$ cat src/rtl/field_unpack_pkg.sv
// Shared types and helpers for the bit-field stream unpacker.
package field_unpack_pkg;

    typedef enum logic [1:0] {
        S_EMPTY,
        S_IDLE,
        S_REFILL,
        S_OUT
    } state_t;

    localparam int DEF_WORD_W  = 32;
    localparam int DEF_FIELD_W = 8;

    function automatic int unsigned clamp_width(input int unsigned req, input int unsigned max_w);
        return (req > max_w) ? max_w : req;
    endfunction

endpackage

$ cat src/rtl/field_slice.sv
// Combinational variable part-select: word[off +: width], masked to width bits
// and zero-extended to FIELD_W.
module field_slice
    import field_unpack_pkg::*;
#(
    parameter int WORD_W  = DEF_WORD_W,
    parameter int FIELD_W = DEF_FIELD_W,
    parameter int CUR_W   = $clog2(WORD_W) + 1,
    parameter int REQ_W   = $clog2(FIELD_W) + 1
) (
    input  logic [WORD_W-1:0]  word,
    input  logic [CUR_W-1:0]   off,
    input  logic [REQ_W-1:0]   width,
    output logic [FIELD_W-1:0] field
);

    logic [FIELD_W-1:0] shifted;

    // Only the low FIELD_W bits of the shifted word can ever be selected.
    assign shifted = FIELD_W'(word >> off);

    generate
        for (genvar gi = 0; gi < FIELD_W; gi++) begin : g_mask
            localparam logic [REQ_W-1:0] BIT_IDX = REQ_W'(gi);
            assign field[gi] = shifted[gi] & (BIT_IDX < width);
        end
    endgenerate

endmodule

$ cat src/rtl/field_unpacker.sv
// Bit-field stream unpacker: pulls LSB-first fields of requested width out of
// a stream of packed words; fields never straddle a word boundary.
module field_unpacker
    import field_unpack_pkg::*;
#(
    parameter int WORD_W  = DEF_WORD_W,
    parameter int FIELD_W = DEF_FIELD_W,
    parameter int CUR_W   = $clog2(WORD_W) + 1,
    parameter int REQ_W   = $clog2(FIELD_W) + 1
) (
    input  logic               clk,
    input  logic               rst_n,
    input  logic               flush,
    input  logic [WORD_W-1:0]  word_in,
    input  logic               word_valid,
    output logic               word_ready,
    input  logic [REQ_W-1:0]   req_width,
    input  logic               req_valid,
    output logic               req_ready,
    output logic [FIELD_W-1:0] field_out,
    output logic               field_valid,
    input  logic               field_ready,
    output logic [CUR_W-1:0]   cursor
);

    state_t             state_reg, state_next;
    logic [WORD_W-1:0]  word_reg, word_next;
    logic [CUR_W-1:0]   cursor_reg, cursor_next;
    logic [REQ_W-1:0]   width_reg, width_next;
    logic [FIELD_W-1:0] field_reg, field_next;

    logic [REQ_W-1:0]   req_w_clamped;
    logic [CUR_W:0]     cursor_sum;
    logic               field_fits;
    logic [WORD_W-1:0]  slice_word;
    logic [CUR_W-1:0]   slice_off;
    logic [REQ_W-1:0]   slice_width;
    logic [FIELD_W-1:0] slice_field;

    assign req_w_clamped = REQ_W'(clamp_width(32'(req_width), FIELD_W));

    // One extra bit so cursor + width cannot wrap past WORD_W.
    assign cursor_sum = (CUR_W+1)'(cursor_reg) + (CUR_W+1)'(req_w_clamped);
    assign field_fits = (cursor_sum <= (CUR_W+1)'(WORD_W));

    // A refill extracts straight from the incoming word at offset 0.
    assign slice_word  = (state_reg == S_REFILL) ? word_in : word_reg;
    assign slice_off   = (state_reg == S_REFILL) ? '0 : cursor_reg;
    assign slice_width = (state_reg == S_REFILL) ? width_reg : req_w_clamped;

    field_slice #(
        .WORD_W  (WORD_W),
        .FIELD_W (FIELD_W),
        .CUR_W   (CUR_W),
        .REQ_W   (REQ_W)
    ) u_slice (
        .word  (slice_word),
        .off   (slice_off),
        .width (slice_width),
        .field (slice_field)
    );

    always_ff @(posedge clk or negedge rst_n) begin
        if (!rst_n) begin
            state_reg  <= S_EMPTY;
            word_reg   <= '0;
            cursor_reg <= '0;
            width_reg  <= '0;
            field_reg  <= '0;
        end else begin
            state_reg  <= state_next;
            word_reg   <= word_next;
            cursor_reg <= cursor_next;
            width_reg  <= width_next;
            field_reg  <= field_next;
        end
    end

    always_comb begin
        state_next  = state_reg;
        word_next   = word_reg;
        cursor_next = cursor_reg;
        width_next  = width_reg;
        field_next  = field_reg;
        if (flush) begin
            // field_reg deliberately keeps its last value across a flush.
            state_next  = S_EMPTY;
            cursor_next = '0;
            width_next  = '0;
        end else begin
            case (state_reg)
                S_EMPTY: begin
                    if (word_valid) begin
                        word_next   = word_in;
                        cursor_next = '0;
                        state_next  = S_IDLE;
                    end
                end
                S_IDLE: begin
                    if (req_valid) begin
                        width_next = req_w_clamped;
                        if (field_fits) begin
                            field_next  = slice_field;
                            cursor_next = cursor_sum[CUR_W-1:0];
                            state_next  = S_OUT;
                        end else begin
                            cursor_next = '0;
                            state_next  = S_REFILL;
                        end
                    end
                end
                S_REFILL: begin
                    if (word_valid) begin
                        word_next   = word_in;
                        field_next  = slice_field;
                        cursor_next = CUR_W'(width_reg);
                        state_next  = S_OUT;
                    end
                end
                S_OUT: begin
                    if (field_ready) begin
                        state_next = (cursor_reg == CUR_W'(WORD_W)) ? S_EMPTY : S_IDLE;
                    end
                end
                default: state_next = S_EMPTY;
            endcase
        end
    end

    assign word_ready  = (state_reg == S_EMPTY) || (state_reg == S_REFILL);
    assign req_ready   = (state_reg == S_IDLE);
    assign field_valid = (state_reg == S_OUT);
    assign field_out   = field_reg;
    assign cursor      = cursor_reg;

endmodule

$ cat config.mk
export PLATFORM = sky130hd
export DESIGN_NAME = field_unpacker
export DESIGN_NICKNAME = d
export VERILOG_FILES = /design/src/rtl/field_unpack_pkg.sv /design/src/rtl/field_slice.sv /design/src/rtl/field_unpacker.sv
export SDC_FILE = /design/constraint.sdc
export NUM_CORES = 1
export LEC_CHECK = 0
export BUFFER_PORTS_ARGS = -buffer_cell sky130_fd_sc_hd__buf_2
export CAP_MARGIN = 10
export CORE_MARGIN = 2
export CORE_UTILIZATION = 50
export CTS_CLUSTER_DIAMETER = 120
export DETAILED_ROUTE_END_ITERATION = 8
export PLACE_DENSITY = 0.78
export SYNTH_ARGS = -nofsm -noshare
export SYNTH_HDL_FRONTEND = slang
export SYNTH_SLANG_ARGS = --single-unit
$ cat constraint.sdc
create_clock -name clk -period 7.6 [get_ports clk]
set_input_delay 0.38 -clock clk [delete_from_list [all_inputs] [get_ports clk]]
set_output_delay 0.38 -clock clk [all_outputs]
set_load 0.1 [all_outputs]
-- Word-level counts from Yosys, hierarchy flattened
Index checks and enable logic that the tools add are counted.
- add/subtract/negate cells: 1
- $lt $le $gt $ge: 10
- equality and inequality tests: 11
- shifts and indexed selects: 1
- mux-type cells: 25
- bitwise logic cells: 9
- reductions and logical operators: 12
- operators by type and width (cell ; number):
    6-bit two-way mux ; 6
    32-bit two-way mux ; 1
    32-bit by 6-bit right shift with 8-bit output ; 1
    8-bit two-way mux ; 3
    4-bit two-way mux ; 5
    6-bit one-hot mux with 3 select lines ; 1
    3-bit by 4-bit less-than comparator with 1-bit output, first input constant ; 4
    8-bit one-hot mux with 2 select lines ; 1
    2-bit two-way mux ; 5
    3-bit inequality test, second input constant ; 3
    1-bit bitwise AND ; 8
    1-bit by 4-bit less-than comparator with 1-bit output, first input constant ; 2
    2-bit by 4-bit less-than comparator with 1-bit output, first input constant ; 2
    2-bit one-hot mux with 4 select lines ; 1
    4-bit AND reduction ; 2
    6-bit by 4-bit adder with 7-bit output ; 1
    7-bit by 6-bit <= comparator with 1-bit output, second input constant ; 1
    6-bit == test, second input constant ; 1
    2-bit nonzero test ; 3
    5-bit AND reduction ; 1
    2-bit == test, second input constant ; 2
    4-bit > comparator, second input constant ; 1
    2-bit inequality test, second input constant ; 2
    4-bit nonzero test ; 1
    other kinds (10) ; 11
- flip-flop bits (word level): 52
- bits of input ports: 42
- output and inout bits: 17
- logic and storage cells: 74

-- Longest topological paths before layout
- depth in word-level cells: 8
- mapped depth: 11
- gate-level depth less buffers: 9

-- By module
Synthesis repeated with hierarchy kept, for this count alone.
- cells, all modules: 408
- area total of the unflattened synthesis: 4615.7 um2
- modules (own cells, without submodules) (module ; times used ; cells each ; area an instance (um2) ; sequential area each (um2)):
    field_unpacker ; 1 ; 245 ; 2999.1 ; 1301.2
    field_slice ; 1 ; 163 ; 1616.6 ; 0.0

-- Least setup slack after synthesis
No wires, ideal clock.
- path kind: reg2reg
- from: register cursor_reg[0], in the netlist cursor[0]
- to: register field_reg[0], in the netlist field_out[0]
- setup time: 0.125 ns
- arrival time: 3.149 ns
- data required time: 7.475 ns
- slack: 4.326 ns
- stages on the path, launching flop included: 9
- path buffers: 1
- period minus slack after synthesis: 3.274 ns
- cell sequence: dfrtp_1 -> ha_1 -> fa_1 -> or3_2 -> a221oi_2 -> o21ai_2 -> a211o_1 -> buf_6 -> mux2_4
- cells in the longest elaborated chain, start to end: 6
- elaborated cells on any way between the ends: 11
- classes of those cells: add/sub: 1; order compare: 1; eq/ne: 1; shift: 1; mux: 5; bitwise: 1; reduce/logical: 1
- RTL lines (element ; line ; text):
    from (decl) ; field_unpacker.sv:28 ; logic [CUR_W-1:0] cursor_reg, cursor_next;
    from (signal assigned) ; field_unpacker.sv:73 ; cursor_reg <= cursor_next;
    parallel branches: the longest is 6 deep, another holds 6-bit by 4-bit adder with 7-bit output ; -- ;
    to (signal assigned) ; field_unpacker.sv:75 ; field_reg <= field_next;
    to (decl) ; field_unpacker.sv:30 ; logic [FIELD_W-1:0] field_reg, field_next;
Several ways; the timed one is not identified. The select of a mux whose other input is x is not followed.
A chain may end at the register's enable or synchronous reset.

-- Worst setup path after layout
- from: register cursor_reg[0], in the netlist cursor[0]
- to: register field_reg[5], in the netlist field_out[5]
The elaborated chain is that of the path after synthesis.

==> results_dict.tcl <==
set metrics [dict create \
    place.gp.congestion 1.02 \
    drive_gt1_share_pct 31.6 \
    synth_edf_count 0 \
    cp_slowest_cell "buf_4" \
    slowest_delay_ns 0.52 \
    path_class "register to register" \
    cp_top_family "compound AO/OA/AOI/OAI gates" \
    synth-simple-area-share_pct 13.1 \
    syn2layout_area_growth_pct 10.5 \
    htree_levels 2 \
    whs_ns 0.164 \
    clkLatencyLatePin_ns 0.32 \
    endpoint_kind "register" \
    vias 3697 \
    synth_top_area_cell "dfrtp_1" \
    multi_input_area_sq_um 2620 \
    worstPathCellList "buf_4 -> ha_1 -> fa_1 -> or3_2 -> a221oi_2 -> o21ai_2 -> a211o_1 -> mux2_4" \
    grt_pass1_vias 3424 \
    clockBufferDepth 2 \
    cts_sinks 52 \
    grt_overflow 0 \
    ir_drop_v 0.000171 \
    drc 0 \
    postCtsSetupBuffers 0 \
    ctsResizeCount 0 \
    cts_made_buffers 5 \
    clkTransAtPathRegs_ns 0.11 \
    wl_microns 11500 \
    num_antenna_cells 0 \
    die_area_sq_um 9010 \
    path_max_fanout 45 \
    die_x_microns 94.9 \
    syn_nets 464 \
    tns_ns 0 \
    setup_violations 0 \
    grt_usage_pct 26.2 \
    cts_tree "built" \
    start_util_pct 50.8 \
    regArea_sq_um 1300 \
    io_pins 59 \
    grt_max_degree 53 \
    crit_buf_inv 1 \
    ys_ff_latch 52 \
    critPathArrivalTime_ns 3.62 \
    synth_mux_area_share_pct 27.5 \
    p_leak_uw 0.00191 \
    core_sq_um 8130 \
    slew_headroom_pct 47.9 \
    die_h_microns 94.9 \
    synth_top_area_share_pct 31.5 \
    synth.distinct_cells 73 \
    synthAdderAreaFrac_pct 3.21 \
    avgSynthCellArea_sq_um 10.0 \
    cp-start-kind "register" \
    rows 33 \
    wl_per_cell_microns 20.4 \
    powerDensity_nw_per_um2 374 \
    firstDrtPassIters 5 \
    finClkSkew_ns 0.0188 \
    synth_compound_area_share_pct 18.9 \
    hold_buffers 0 \
    largest_reg_flops 32 \
    cap_violations 0 \
    fmax_ghz 0.293 \
    r2r_cells 8 \
    grt_setup_unrepaired "no" \
    synth-async-reset-ratio_pct 100 \
    setup.reg_to_reg.worst_slack_ns 4.19 \
    synth_top_family_by_area "multiplexers" \
    yosys_warnings 0 \
    drt-initial-drc-count 430 \
    num-fill-cells 707 \
    timing.final.crit_share_pct 44.9 \
    min_period_ns 3.41 \
    antenna_found_initial 0 \
    syn_area_sq_um 4130 \
    synth_xor_xnor_area_share_pct 0.424 \
    tightest_slew_ns 0.776 \
    reg2reg_from "cursor[0]$_DFFE_PN0P_" \
    portBuffers 58 \
    fin_nets 506 \
    hp-class "input port to async pin" \
    via_per_inst 6.60 \
    antenna_left 0 \
    worstPathRequired_ns 7.80 \
    synth_flop_cell "dfrtp_1" \
    syn_inst 412 \
    cts_root_buf "clkbuf_8" \
    r2r-end "field_out[5]$_DFFE_PN0P_" \
    ys_top_cells_by_area "dfrtp_1 31%, mux2_2 11%, mux2i_1 8.7%" \
    synth-seq-area-share_pct 31.5 \
    grt_pass1_wl_microns 18200 \
    drv_slew 0 \
    hold_viol 0 \
    status "complete, no violations" \
    hpwlAfterDp_microns 8600 \
]
worst max-delay path by stage:
| stage | cells past startpoint | from | slack (ns) | endpoint |
|---|---|---|---|---|
| 4_1_cts | 8 | cursor[0]$_DFFE_PN0P_ | 4.17 | field_out[5]$_DFFE_PN0P_ |
| 3_5_place_dp | 8 | cursor[0]$_DFFE_PN0P_ | 4.18 | field_out[3]$_DFFE_PN0P_ |
| 3_3_place_gp | 8 | cursor[0]$_DFFE_PN0P_ | 4.27 | field_out[1]$_DFFE_PN0P_ |
| 2_1_floorplan | 8 | cursor[0]$_DFFE_PN0P_ | 4.33 | field_out[0]$_DFFE_PN0P_ |
| 5_1_grt | 8 | cursor[0]$_DFFE_PN0P_ | 4.00 | field_out[1]$_DFFE_PN0P_ |
| 6_report | 8 | cursor[0]$_DFFE_PN0P_ | 4.19 | field_out[5]$_DFFE_PN0P_ |
report_power, final:
part | switching, uW | internal [uW]
logic | 640 | 357
registers | 105 | 380
clock network | 94.7 | 132
cells in the final DEF (no fill, tap or decap), drive strengths merged, types with 10 or more instances in the layout:
| cell type | count |
|---|---|
| nor2 | 29 |
| a21oi | 13 |
| nand2 | 30 |
| mux4 | 10 |
| mux2 | 47 |
| o21ai | 18 |
| dfrtp | 52 |
| inv | 12 |
| buf | 65 |
| mux2i | 36 |
cells by family after synthesis:
group                    Yosys count
AO/OA/AOI/OAI                    106
AND/OR/NAND/NOR                  107
buffers and inverters             42
adder cells (fa/ha/maj)           10
multiplexers                      93
XOR/XNOR                           2
flip-flops                        52
worst reg2reg max path, stage by stage, from the launching register on:
cell      delay [ns]
dfrtp_2         0.35
buf_4           0.52
ha_1            0.34
fa_1            0.44
or3_2           0.47
a221oi_2        0.21
o21ai_2         0.12
a211o_1         0.49
mux2_4          0.36
layer usage:
layer | vias to the layer above | GRT usage [%] | wire length (microns)
met4 | 0 | 6.52 | 227
li1 | 1668 | - | -
met2 | 201 | 40.5 | 5250
met3 | 22 | 4.55 | 990
met1 | 1806 | 38.2 | 4980
met5 | - | 0 | 0
through the flow:
stage          worst slack (ns)  instance area (sq um)  cells  utilization, %  power [uW]
2_1_floorplan              4.33                   4130    412               -        1240
3_3_place_gp               4.27                   4440    552            54.5        1450
3_5_place_dp               4.18                   4440    552            54.5        1470
4_1_cts                    4.17                   4570    560            56.2        1690
5_1_grt                    4.00                   4570    560            56.2        1800
6_report                   4.19                   4570    560            56.2        1710
final cells by class:
| cell class | instances | share of cell area (%) |
|---|---|---|
| multi-input cells | 318 | 57.2 |
| clock inverters | 2 | 1.31 |
| inverters | 12 | 0.986 |
| flip-flops and latches | 52 | 28.5 |
| well taps | 105 | 2.88 |
| repair buffers | 65 | 7.50 |
| clock buffers | 6 | 1.59 |
synthesized netlist by cell type, types with 5 or more instances:
master    instances
nand3_1           9
ha_1              9
clkbuf_1         15
a221oi_1          7
a221o_1           7
a211oi_1          7
buf_2             6
o21ai_0          17
inv_1            11
a22oi_1           5
mux2_4            6
a21oi_1          13
o22ai_1           5
nor2b_1           5
nand2_1          30
a31oi_1           5
mux4_2           10
o211ai_1          6
nor2_1           29
dfrtp_1          52
mux2i_1          36
mux2_2           40
No activity file was read; power rests on OpenSTA's default activity.
